===== src/rtl/mult_div_unit.sv =====
// mult_div_unit
// Iterative HI/LO multiply/divide stage sitting beside the ALU. A started
// operation runs one radix-2 step per clock (shift-add for MULT/MULTU,
// restoring division for DIV/DIVU) on unsigned magnitudes. The signs are
// re-applied when the result is written into HI/LO. busy stalls the PC while
// an operation is in flight. MTHI/MTLO writes are serviced whenever the unit
// is idle.
//
// Ports:
//   clk      - system clock, rising edge
//   nrst     - asynchronous active-low reset
//   start    - request a new operation (accepted only while idle)
//   op       - 00 MULT, 01 MULTU, 10 DIV, 11 DIVU
//   a, b     - rs / rt operands, sampled only on the accepting edge
//   write_hi - MTHI: load HI from wdata (idle, no start accepted)
//   write_lo - MTLO: load LO from wdata (idle, no start accepted)
//   wdata    - MTHI/MTLO data
//   hi, lo   - architectural HI/LO registers
//   busy     - operation in progress
//   done     - one-cycle pulse when HI/LO take a new result
module mult_div_unit #(
  parameter int DATA_WIDTH = 32,
  parameter int CNT_WIDTH  = 6
) (
  input  logic                  clk,
  input  logic                  nrst,
  input  logic                  start,
  input  logic [1:0]            op,
  input  logic [DATA_WIDTH-1:0] a,
  input  logic [DATA_WIDTH-1:0] b,
  input  logic                  write_hi,
  input  logic                  write_lo,
  input  logic [DATA_WIDTH-1:0] wdata,
  output logic [DATA_WIDTH-1:0] hi,
  output logic [DATA_WIDTH-1:0] lo,
  output logic                  busy,
  output logic                  done
);

  localparam int W = DATA_WIDTH;

  typedef enum logic [1:0] {IDLE, RUN, FIN} state_e;

  state_e                 state_q, state_d;
  logic [CNT_WIDTH-1:0]   cnt_q, cnt_d;
  logic [2*W-1:0]         acc_q, acc_d;
  logic [W-1:0]           ma_q, ma_d;
  logic [W-1:0]           mb_q, mb_d;
  logic                   isDiv_q, isDiv_d;
  logic                   sa_q, sa_d;
  logic                   sb_q, sb_d;
  logic                   div0_q, div0_d;
  logic [W-1:0]           hi_q, hi_d;
  logic [W-1:0]           lo_q, lo_d;
  logic                   done_q, done_d;

  // Datapath helpers for the iteration and the final sign correction.
  logic                   inSignA, inSignB;
  logic [W-1:0]           inMagA, inMagB;
  logic [W:0]             mulSum;
  logic                   divFits;
  logic [W-1:0]           divDiff;
  logic [2*W-1:0]         mulResult;
  logic [W-1:0]           quotient, remainder, origA;

  always_comb begin
    inSignA   = ~op[0] & a[W-1];
    inSignB   = ~op[0] & b[W-1];
    // Negating 0x80000000 leaves 0x80000000, which is the correct magnitude
    // once it is read as unsigned.
    inMagA    = inSignA ? -a : a;
    inMagB    = inSignB ? -b : b;

    // Multiply step: add the multiplicand into the upper half when the
    // current multiplier bit (LSB) is set, keeping the carry for the shift.
    mulSum    = {1'b0, acc_q[2*W-1:W]} + (acc_q[0] ? {1'b0, ma_q} : '0);

    // Divide step: the shifted partial remainder is W+1 bits wide. When the
    // divisor fits, the difference is always below 2^W, so W bits suffice.
    divFits   = acc_q[2*W-1:W-1] >= {1'b0, mb_q};
    divDiff   = acc_q[2*W-2:W-1] - mb_q;

    mulResult = (sa_q ^ sb_q) ? -acc_q : acc_q;
    quotient  = (sa_q ^ sb_q) ? -acc_q[W-1:0] : acc_q[W-1:0];
    remainder = sa_q ? -acc_q[2*W-1:W] : acc_q[2*W-1:W];
    // Rebuild the untouched dividend for the divide-by-zero result.
    origA     = sa_q ? -ma_q : ma_q;
  end

  // Next-state logic. HI/LO only change on MTHI/MTLO in IDLE or on result
  // load in FIN, so intermediate values never appear on the outputs.
  always_comb begin
    state_d = state_q;
    cnt_d   = cnt_q;
    acc_d   = acc_q;
    ma_d    = ma_q;
    mb_d    = mb_q;
    isDiv_d = isDiv_q;
    sa_d    = sa_q;
    sb_d    = sb_q;
    div0_d  = div0_q;
    hi_d    = hi_q;
    lo_d    = lo_q;
    done_d  = 1'b0;

    unique case (state_q)
      IDLE: begin
        if (start) begin
          sa_d    = inSignA;
          sb_d    = inSignB;
          ma_d    = inMagA;
          mb_d    = inMagB;
          isDiv_d = op[1];
          div0_d  = (b == '0);
          cnt_d   = '0;
          // Multiply keeps the multiplier in the low half and shifts it
          // out; divide shifts the dividend into the remainder half.
          acc_d   = op[1] ? {{W{1'b0}}, inMagA} : {{W{1'b0}}, inMagB};
          state_d = RUN;
        end else begin
          if (write_hi) hi_d = wdata;
          if (write_lo) lo_d = wdata;
        end
      end

      RUN: begin
        cnt_d = cnt_q + CNT_WIDTH'(1);
        if (isDiv_q) begin
          if (divFits) acc_d = {divDiff, acc_q[W-2:0], 1'b1};
          else         acc_d = {acc_q[2*W-2:0], 1'b0};
        end else begin
          acc_d = {mulSum, acc_q[W-1:1]};
        end
        if (cnt_q == CNT_WIDTH'(W - 1)) state_d = FIN;
      end

      FIN: begin
        if (!isDiv_q) begin
          hi_d = mulResult[2*W-1:W];
          lo_d = mulResult[W-1:0];
        end else if (div0_q) begin
          hi_d = origA;
          lo_d = '1;
        end else begin
          hi_d = remainder;
          lo_d = quotient;
        end
        done_d  = 1'b1;
        state_d = IDLE;
      end

      default: state_d = IDLE;
    endcase
  end

  // State register; reset discards any partial operation.
  always_ff @(posedge clk or negedge nrst) begin
    if (!nrst) begin
      state_q <= IDLE;
      cnt_q   <= '0;
      acc_q   <= '0;
      ma_q    <= '0;
      mb_q    <= '0;
      isDiv_q <= 1'b0;
      sa_q    <= 1'b0;
      sb_q    <= 1'b0;
      div0_q  <= 1'b0;
      hi_q    <= '0;
      lo_q    <= '0;
      done_q  <= 1'b0;
    end else begin
      state_q <= state_d;
      cnt_q   <= cnt_d;
      acc_q   <= acc_d;
      ma_q    <= ma_d;
      mb_q    <= mb_d;
      isDiv_q <= isDiv_d;
      sa_q    <= sa_d;
      sb_q    <= sb_d;
      div0_q  <= div0_d;
      hi_q    <= hi_d;
      lo_q    <= lo_d;
      done_q  <= done_d;
    end
  end

  assign hi   = hi_q;
  assign lo   = lo_q;
  assign busy = (state_q != IDLE);
  assign done = done_q;

endmodule


===== config.mk =====
export PLATFORM = sky130hd
export DESIGN_NAME = mult_div_unit
export DESIGN_NICKNAME = d
export VERILOG_FILES = /design/src/rtl/mult_div_unit.sv
export SDC_FILE = /design/constraint.sdc
export NUM_CORES = 1
export LEC_CHECK = 0
export CAP_MARGIN = 40
export CORE_UTILIZATION = 45
export CTS_BUF_LIST = sky130_fd_sc_hd__clkbuf_4 sky130_fd_sc_hd__clkbuf_8
export CTS_CLUSTER_DIAMETER = 80
export DETAILED_ROUTE_END_ITERATION = 16
export DONT_BUFFER_PORTS = 1
export PLACE_DENSITY_LB_ADDON = 0.12
export SYNTH_ARGS = -nofsm -noshare
export SYNTH_HDL_FRONTEND = slang
export SYNTH_SLANG_ARGS = --single-unit

===== constraint.sdc =====
create_clock -name clk -period 4.4 [get_ports clk]
set_clock_uncertainty 0.1 [all_clocks]
set_input_delay 0.44 -clock clk [delete_from_list [all_inputs] [get_ports clk]]
set_output_delay 0.44 -clock clk [all_outputs]
set_load 0.005 [all_outputs]

==> impl_metrics.yaml, run 1 <==
place:
  portBuffers: 0
  hpwl_mm: 50.6
  dp.cells: 2662
  place_congestion: 0.982
  pre_cts_slack_ns: 0.691
clocking:
  tritoncts: "done"
  post_cts_buffers: 0
  clock_latency_ns: 0.60
  htreeDepth: 2
  clk_pin_slew_ns: 0.07
  cts-root-buf: "clkbuf_8"
  cts.sinks: 205
  postCtsResizedCells: 0
  ctsHoldBuffers: 70
  cts_inserted_buffers: 39
  cts_max_path_buffers: 3
logic_synthesis:
  synthesis.area_sq_um: 17500
  yosysSeqAreaShare_pct: 29.3
  syn_area_per_cell_sq_um: 7.74
  ys_async_sr_fraction_pct: 100
  ys.warnings.count: 0
  synth_fp_nets: 2439
  synth_edf_count: 0
  syn_inst: 2264
  ys_seq_elements: 205
  synth_flop_cell: "dfrtp_1"
  ys_types: 77
grt:
  overflow: 0
  grt_max_degree: 206
  first_global_vias: 16600
  antenna_found_initial: 0
  track_usage_pct: 33.2
  grt_pass1_wl_mm: 99.4
routing:
  wl_met2_mm: 30.4
  viasPerCell: 6.31
  drcViolationCount: 0
  dr.max_layer_used: "met4"
  met1_length_mm: 29.1
  wl_per_cell_um: 23.7
  vias: 17700
  ant_nets: 0
  drt-total-wl_mm: 66.4
  first_iter_violations: 1880
  wl_met3_mm: 4.46
  dr.pass1.iters: 7
power:
  pwr-share-comb_pct: 59.7
  switchingPower_mw: 7.11
  swShare_pct: 50.1
  cellLeakagePower_nw: 8.05
  seqPwrFrac_pct: 25.7
  ir_worst_vdd_uv: 323
  clkPwrFrac_pct: 14.6
  p_int_mw: 7.09
  powerDensity_nw_per_um2: 728
  power_mw: 14.2
sta:
  fin_ws_ns: 0.654
  fin_crit_sh_pct: 85.1
  timing.hold.ws_ns: -0.525
  tns_ns: 0
  rsz0062_at_grt: "false"
  worst_pin_slew_ns: 0.914
  period_needed_ns: 3.75
  report.final.slew_viol_count: 0
  fmax_ghz: 0.267
  setup_viol: 0
  maxSlewHeadroom_pct: 39.1
  hold_violations: 205
die:
  die_x_um: 199
  die_area_sq_um: 39700
  core.rowCount: 71
  io_pins: 169
  initial_utilization_pct: 46.1
  die_y_um: 199
  core_area_sq_um: 38000
critical_path:
  required_ns: 4.78
  startpoint: "ma_q[13]$_DFFE_PN0P_"
  crit_type: "flip-flop to flip-flop"
  crit_path_end_kind: "flip-flop"
  r2r_cells: 9
  reg2reg_from: "ma_q[13]$_DFFE_PN0P_"
  worstPathMaxFanout: 5
  reg2reg_slack_ns: 0.65
  r2r_end: "hi[31]$_DFFE_PN0P_"
  cp-start-kind: "flip-flop"
  worstPathArrival_ns: 4.12
finish:
  syn_to_final_growth_pct: 11.3
  final_nets: 2437
  final_util_pct: 51.3
  antennaDiodeCount: 0
  fillers: 3793
  final_cells: 2803
  drive_gt1_share_pct: 6.63
outcome:
  outcome: "finished with violations"
  violations: "hold timing"
worst_hold_path:
  hp-class: "primary input to asynchronous set/reset pin"
run:
  drv_cap: 0
-- flip-flops by register name (all words and copies together), names as in the netlist --
| register | cells |
|---|---|
| sa_q | 1 |
| sb_q | 1 |
| isDiv_q | 1 |
| done | 1 |
| div0_q | 1 |
| state_q | 2 |
| acc_q | 64 |
| hi | 32 |
| lo | 32 |
| ma_q | 32 |
| cnt_q | 6 |
| mb_q | 32 |
-- placed cells by master, fill, tap and decap left out, types with 7 or more instances in the layout --
cell	n
a211oi_1	65
a21boi_0	7
a21o_1	26
a21oi_1	177
a221oi_1	9
a22oi_1	14
a31oi_1	22
and2_1	38
and3_1	15
buf_4	44
clkbuf_4	14
clkbuf_8	48
dfrtp_1	203
dlygate4sd3_1	70
ha_1	70
inv_1	72
mux2i_1	46
nand2_1	286
nand2b_1	25
nand3_1	44
nand4_1	15
nor2_1	149
nor2b_1	13
nor3_1	40
nor4_1	18
o211ai_1	23
o21a_1	7
o21ai_0	248
o21bai_1	10
o221ai_1	20
o22ai_1	34
o31ai_1	36
o41ai_1	10
or2_2	11
or3_1	26
or4_1	19
xnor2_1	110
xor2_1	96
-- cell families (layout without fill, tap and decap cells) --
kind of cell               count (synthesis)  count (layout)  share of synthesized area, %
xor gates and xnor gates                 208             208                          10.4
AOI/OAI and AO/OA                        767             767                          27.3
adders and majority gates                 72              72                          5.22
buffers and inverters                    231             259                          5.02
and+or+nand+nor                          731             731                          19.9
DFF                                      205             205                          29.3
muxes                                     50              50                          2.95
-- worst max-delay path by stage --
| stage | to | slack [ns] | cells past startpoint |
|---|---|---|---|
| after global routing | hi[31]$_DFFE_PN0P_ | 0.24 | 9 |
| final | hi[31]$_DFFE_PN0P_ | 0.65 | 9 |
| after detailed placement | hi[31]$_DFFE_PN0P_ | 0.69 | 9 |
| after floorplan | acc_q[61]$_DFFE_PN0P_ | 1.00 | 13 |
| after CTS | hi[31]$_DFFE_PN0P_ | 0.64 | 9 |
| after global placement | hi[13]$_DFFE_PN0P_ | 0.76 | 8 |
-- layout make-up --
type | count | area (sq um) | area share [%]
Multi-Input combinational cell | 1828 | 11600 | 59.3
Tap cell | 511 | 639 | 3.28
Sequential cell | 205 | 5130 | 26.3
Inverter | 73 | 274 | 1.40
Timing Repair Buffer | 115 | 1050 | 5.36
Clock buffer | 62 | 766 | 3.92
Clock inverter | 9 | 78.8 | 0.404
-- routing by layer --
metal | vias to the layer above | track usage, %
met1 | 8599 | 46.3
met3 | 120 | 3.48
li1 | 8199 | -
met4 | 0 | 12.7
met5 | - | 0
met2 | 764 | 52.9
-- critical path, stage by stage (launching register included) --
cell and delay [ns]:
dfrtp_1 0.41, or4_1 0.61, nor4b_1 0.70, nand3b_1 0.27
or4_1 0.50, nand2b_1 0.20, o31ai_1 0.28, xnor2_1 0.21
nor2_1 0.09, o41ai_1 0.25
-- power by group through the flow --
stage / Sequential, mW / Clock (mW) / Combinational, mW
3_3_place_gp: 3.63 / 0 / 8.15
6_report: 3.65 / 2.08 / 8.47
2_1_floorplan: 3.11 / 0 / 6.18
5_1_grt: 3.71 / 2.17 / 9.26
3_5_place_dp: 3.65 / 0 / 8.23
4_1_cts: 3.62 / 2.10 / 8.33
-- synth_stat cells, types with 39 or more instances --
library cell | number | area share [%]
nand2_1 | 287 | 6.1
xnor2_1 | 111 | 5.5
nor3_1 | 40 | 1.1
clkbuf_1 | 141 | 3.0
and2_1 | 39 | 1.4
nand3_1 | 44 | 1.3
xor2_1 | 97 | 4.8
a21oi_1 | 177 | 5.1
mux2i_1 | 46 | 2.6
ha_1 | 70 | 5.0
dfrtp_1 | 205 | 29
a211oi_1 | 65 | 2.8
o21ai_0 | 248 | 7.1
nor2_1 | 149 | 3.2
inv_1 | 72 | 1.5
-- through the flow --
step	area (sq um)	hold WS, ns
5_1_grt	19500	-0.548
4_1_cts	19500	-0.567
6_report	19500	-0.525
3_3_place_gp	17900	0.0630
2_1_floorplan	17500	0.0444
3_5_place_dp	18000	0.0674
Note: power is estimated with default switching activity, not from simulation.
==> run 2, diff against run 1 <==
clock period = 3.4 ns   (was 4.4 ns; I/O delays follow)
==> run 2 against run 1 <==
The run ends with hold timing, setup timing left; routed wire length rose by 5.9%; global-route usage rose by 1.5 points; via count rose by 4.3%; critical path depth fell by 1; core utilization rose by 4.6 points; first-iteration DRC count fell by 5.2%; worst hold slack got worse by 0.13 ns; critical path type unchanged; largest cell class unchanged; highest routed layer is now met5.
==> impl_metrics.yaml, run 2 (synthesis gave the netlist of run 1 again) <==
outcome:
  outcome: "finished with violations"
  violations: "hold timing, setup timing"
power:
  seqPwrFrac_pct: 21.1
  p_int_mw: 10.4
  clkPwrFrac_pct: 13.5
  switchingPower_mw: 9.78
  power_mw: 20.2
  cellLeakagePower_nw: 8.95
  powerDensity_nw_per_um2: 950
  swShare_pct: 48.5
  ir_worst_vdd_uv: 460
  pwr-share-comb_pct: 65.3
finish:
  seq_area_sq_um: 5130
  fillers: 3642
  layout.cells.most_common: "nand2_1"
  syn_to_final_growth_pct: 21.2
  drive_gt1_share_pct: 14.3
  multi_input_area_sq_um: 11900
  final_nets: 2615
  finalInstanceArea_sq_um: 21300
  final_cells: 2977
  largest_reg_flops: 64
  final_cell_mix: "nand2_1, o21ai_0, dfrtp_1"
  antennaDiodeCount: 0
  largest_register: "acc_q"
clocking:
  cts.sinks: 205
  cts-root-buf: "clkbuf_8"
  clk_pin_slew_ns: 0.06
  cts_inserted_buffers: 40
  htreeDepth: 2
  tritoncts: "done"
  cts_max_path_buffers: 3
  clock_latency_ns: 0.62
routing:
  drt-total-wl_mm: 70.3
  ant_nets: 0
  drcViolationCount: 0
  wl_per_cell_um: 23.6
  first_iter_violations: 1783
  vias: 18400
  dr.pass1.iters: 6
  viasPerCell: 6.19
grt:
  grt_pass1_wl_mm: 103
  grt_max_degree: 206
  overflow: 0
  track_usage_pct: 34.8
  first_global_vias: 17200
  grt-busiest-layer: "met2"
  use_met3_pct: 5.16
  met1_usage_pct: 49.0
  grt_use_met2_pct: 53.5
  antenna_found_initial: 1
place:
  placed_cell_area_sq_um: 19100
  dp.cells: 2812
  pre_cts_slack_ns: -0.00951
  hpwl_mm: 53.9
  portBuffers: 0
  place_congestion: 1.06
die:
  die_x_um: 199
  core.rowCount: 71
  die_area_sq_um: 39700
  core_area_sq_um: 38000
  initial_utilization_pct: 46.1
  die_y_um: 199
  io_pins: 169
critical_path:
  crit_path_end_kind: "flip-flop"
  cp-start-kind: "flip-flop"
  required_ns: 3.77
  worstPathArrival_ns: 3.81
  crit_type: "flip-flop to flip-flop"
  worstPathMaxFanout: 7
run:
  drv_cap: 0
worst_hold_path:
  hp-class: "primary input to asynchronous set/reset pin"
sta:
  fmax_ghz: 0.291
  hold_violations: 205
  worst_pin_slew_ns: 0.884
  maxSlewHeadroom_pct: 41.0
  tns_ns: -0.0664
  report.final.slew_viol_count: 0
  fin_crit_sh_pct: 101
  setup_viol: 2
  fin_ws_ns: -0.0381
  timing.hold.ws_ns: -0.656
  rsz0062_at_grt: "true"
  period_needed_ns: 3.44
## run 2: cell types whose count changed in the layout (fill, tap and decap cells not counted), moves of 6 or more
cell           delta
ha_1              -7
o21ai_1           +8
clkbuf_4          -6
buf_4           +154
dlygate4sd3_1    +18
a21oi_1           -7
a21oi_2           +6
o21ai_0           -9
## run 2: worst paths after layout
path	cells after the start	slack, ns	from	endpoint
worst max-delay path	8	-0.04	acc_q[9]$_DFFE_PN0P_	hi[28]$_DFFE_PN0P_
min in group clk	4	0.02	a[1]	ma_q[1]$_DFFE_PN0P_
max in group asynchronous	0	3.45	nrst	isDiv_q$_DFFE_PN0P_
worst max register to register	8	-0.04	acc_q[9]$_DFFE_PN0P_	hi[28]$_DFFE_PN0P_
worst min-delay path	0	-0.66	nrst	mb_q[29]$_DFFE_PN0P_
worst min register to register	2	0.40	mb_q[0]$_DFFE_PN0P_	mb_q[0]$_DFFE_PN0P_
## run 2: power groups by stage
stage	Combinational [mW]	Clock [mW]	Sequential, mW
floorplan	8.00	0	4.03
global placement	12.2	0	4.24
detailed placement	12.3	0	4.26
CTS	12.5	2.76	4.22
global route	14.2	2.86	4.34
finish	13.2	2.73	4.27
## run 2: per-layer routing
| metal | vias to the layer above | share of wire, % |
|---|---|---|
| li1 | 8567 | - |
| met1 | 8920 | 44 |
| met2 | 809 | 45 |
| met3 | 135 | 8.0 |
| met4 | 4 | 3.6 |
| met5 | - | 0.070 |
## run 2: worst max-delay path, stage by stage (launching register included)
cell and delay, ns:
dfrtp_1 0.37, or3_4 0.38, or3_4 0.34, or4_4 0.53, or4_4 0.67, or3_1 0.40, a21oi_2 0.14, o31ai_1 0.08
mux2_2 0.27
## run 2: stage by stage
step / util, % / hold slack [ns]
floorplan: - / -0.0556
global placement: 50.3 / -0.0383
detailed placement: 50.3 / -0.0363
CTS: 54.9 / -0.687
global route: 55.9 / -0.681
finish: 55.9 / -0.656
## run 2: cell type report
type                       count  share of cell area [%]
clock buffer                  61                    3.72
clock inverter                 7                   0.318
inverter                      73                    1.29
multi-input combinational   1828                    55.8
sequential                   205                    24.2
tap                          511                    3.01
timing repair buffer         292                    11.7
## run 2: timing repair
item	in CTS	in global routing
setup buffers	0	9
resized for setup	2	63
pin swaps	0	18
setup endpoints to repair	4	32
hold endpoints to repair	327	206
hold buffers	87	1
cloned	0	2
==> run 3, diff against run 2 <==
clock period = 2.85 ns   (was 3.4 ns; I/O delays follow)
==> run 3 against run 2 <==
The flow still finishes with violations (hold timing, setup timing); combinational power grew 59%; die area unchanged; first-iteration DRC count rose by 4.0%; flip-flop and latch count did not move; maximum frequency grew 1.1%; clock power rose by 20%; power grew 46%; sequential share of layout area shrank 3.6 points; count of clock-buffer cells in the layout up 5; via count rose by 8.8%; critical path depth increased by 4; final cell count increased by 9.4%.
==> impl_metrics.yaml, run 3 (synthesis gave the netlist of run 1 again) <==
routing:
  drt-total-wl_mm: 80.1
  ant_nets: 0
  first_iter_violations: 1854
  vias: 20100
  viasPerCell: 6.16
  wl_per_cell_um: 24.6
  dr.pass1.iters: 6
  drcViolationCount: 0
finish:
  final_util_pct: 65.8
  layout.cells.most_common: "buf_4"
  antennaDiodeCount: 0
  largest_register: "acc_q"
  finalInstanceArea_sq_um: 25000
  final_nets: 2892
  syn_to_final_growth_pct: 42.7
  final_cells: 3258
  final_cell_mix: "buf_4, nand2_1, dfrtp_1"
  fillers: 3318
  largest_reg_flops: 64
  drive_gt1_share_pct: 30.2
worst_hold_path:
  hp-class: "primary input to asynchronous set/reset pin"
clocking:
  clock_latency_ns: 0.62
  cts_max_path_buffers: 3
  cts_inserted_buffers: 41
  clk_pin_slew_ns: 0.06
  cts-root-buf: "clkbuf_8"
  htreeDepth: 2
  ctsHoldBuffers: 101
  tritoncts: "done"
  cts.sinks: 205
sta:
  fin_ws_ns: -0.551
  period_needed_ns: 3.40
  rsz0062_at_grt: "true"
  tns_ns: -14.97
  timing.hold.ws_ns: -0.735
  fmax_ghz: 0.294
  report.final.slew_viol_count: 0
  hold_violations: 205
  worst_pin_slew_ns: 0.874
  maxSlewHeadroom_pct: 41.8
  setup_viol: 62
  fin_crit_sh_pct: 119
power:
  ir_worst_vdd_uv: 810
  cellLeakagePower_nw: 10.6
  powerDensity_nw_per_um2: 1180
  power_mw: 29.4
outcome:
  outcome: "finished with violations"
  violations: "hold timing, setup timing"
grt:
  antenna_found_initial: 0
  grt_max_degree: 206
  first_global_vias: 19000
  track_usage_pct: 39.3
  grt_pass1_wl_mm: 116
  overflow: 0
critical_path:
  critPathMaxStageDelay_ns: 0.51
  crit_chain: "or3_4, or3_4, or4_4, buf_4, buf_6, buf_4, nor4_4, and4bb_2, nand2_2, a21oi_2, a21oi_1, a221o_1"
  worstPathArrival_ns: 3.81
  cp-start-kind: "flip-flop"
  crit_type: "flip-flop to flip-flop"
  worstPathMaxFanout: 3
  required_ns: 3.26
  cp_slowest_cell: "or4_4"
  crit_path_end_kind: "flip-flop"
die:
  die_y_um: 199
  io_pins: 169
  die_area_sq_um: 39700
  core_area_sq_um: 38000
  initial_utilization_pct: 46.1
  core.rowCount: 71
  die_x_um: 199
place:
  portBuffers: 0
  hpwl_mm: 59.7
  place_congestion: 1.01
  dp.cells: 3037
  pre_cts_slack_ns: -0.556
  placed_cell_area_sq_um: 21100
run:
  drv_cap: 0
-- run 3: layout make-up --
type                    instances  area [sq um]  share of cell area, %
clock inverters                 7          40.0                  0.160
multi-input cells            1828         13300                   53.2
inverters                      73           274                   1.10
well taps                     511           639                   2.56
clock buffers                  66           821                   3.28
repair buffers                568          4790                   19.2
flip-flops and latches        205          5150                   20.6
-- run 3: what timing repair did --
item / CTS / global route
gates resized for setup: 216 / 165
endpoints found under the hold margin: 351 / 205
setup buffers: 35 / 25
gates cloned: 2 / 0
setup endpoints to repair: 70 / 82
pin swaps: 137 / 103
-- run 3: routing by layer --
layer	track usage, %	routed length (um)	vias to the layer above
met2	61.4	35600	1045
met4	17.6	3850	0
met1	51.8	32900	9666
met5	0	0	-
li1	-	-	9136
met3	8.49	7760	209
-- run 3: path summary, 6_finish.rpt --
kind	start	end	slack [ns]	depth (start not counted)
setup reg to reg	acc_q[14]$_DFFE_PN0P_	hi[16]$_DFFE_PN0P_	-0.55	12
hold reg to reg	cnt_q[5]$_DFFE_PN0P_	state_q[1]$_DFFE_PN0P_	0.40	1
max in group asynchronous	nrst	mb_q[26]$_DFFE_PN0P_	3.00	0
hold / removal	nrst	acc_q[51]$_DFFE_PN0P_	-0.73	0
min in group clk	b[21]	mb_q[21]$_DFFE_PN0P_	0.01	4
setup / recovery	acc_q[14]$_DFFE_PN0P_	hi[16]$_DFFE_PN0P_	-0.55	12
-- run 3: critical path, delay by kind of cell, from the launching register on --
family                 cells  cell delay, ns
buffers and inverters      3            0.40
AO/OA/AOI/OAI              3            0.50
flip-flops                 1            0.39
AND/OR/NAND/NOR            6            1.92
-- run 3: power by group --
| group | total, mW | internal [mW] | switching, mW | leakage [nW] |
|---|---|---|---|---|
| Sequential | 5.09 | 3.98 | 1.11 | 2.45 |
| Clock | 3.27 | 1.82 | 1.46 | 0.458 |
| Combinational | 21.0 | 9.84 | 11.2 | 7.73 |
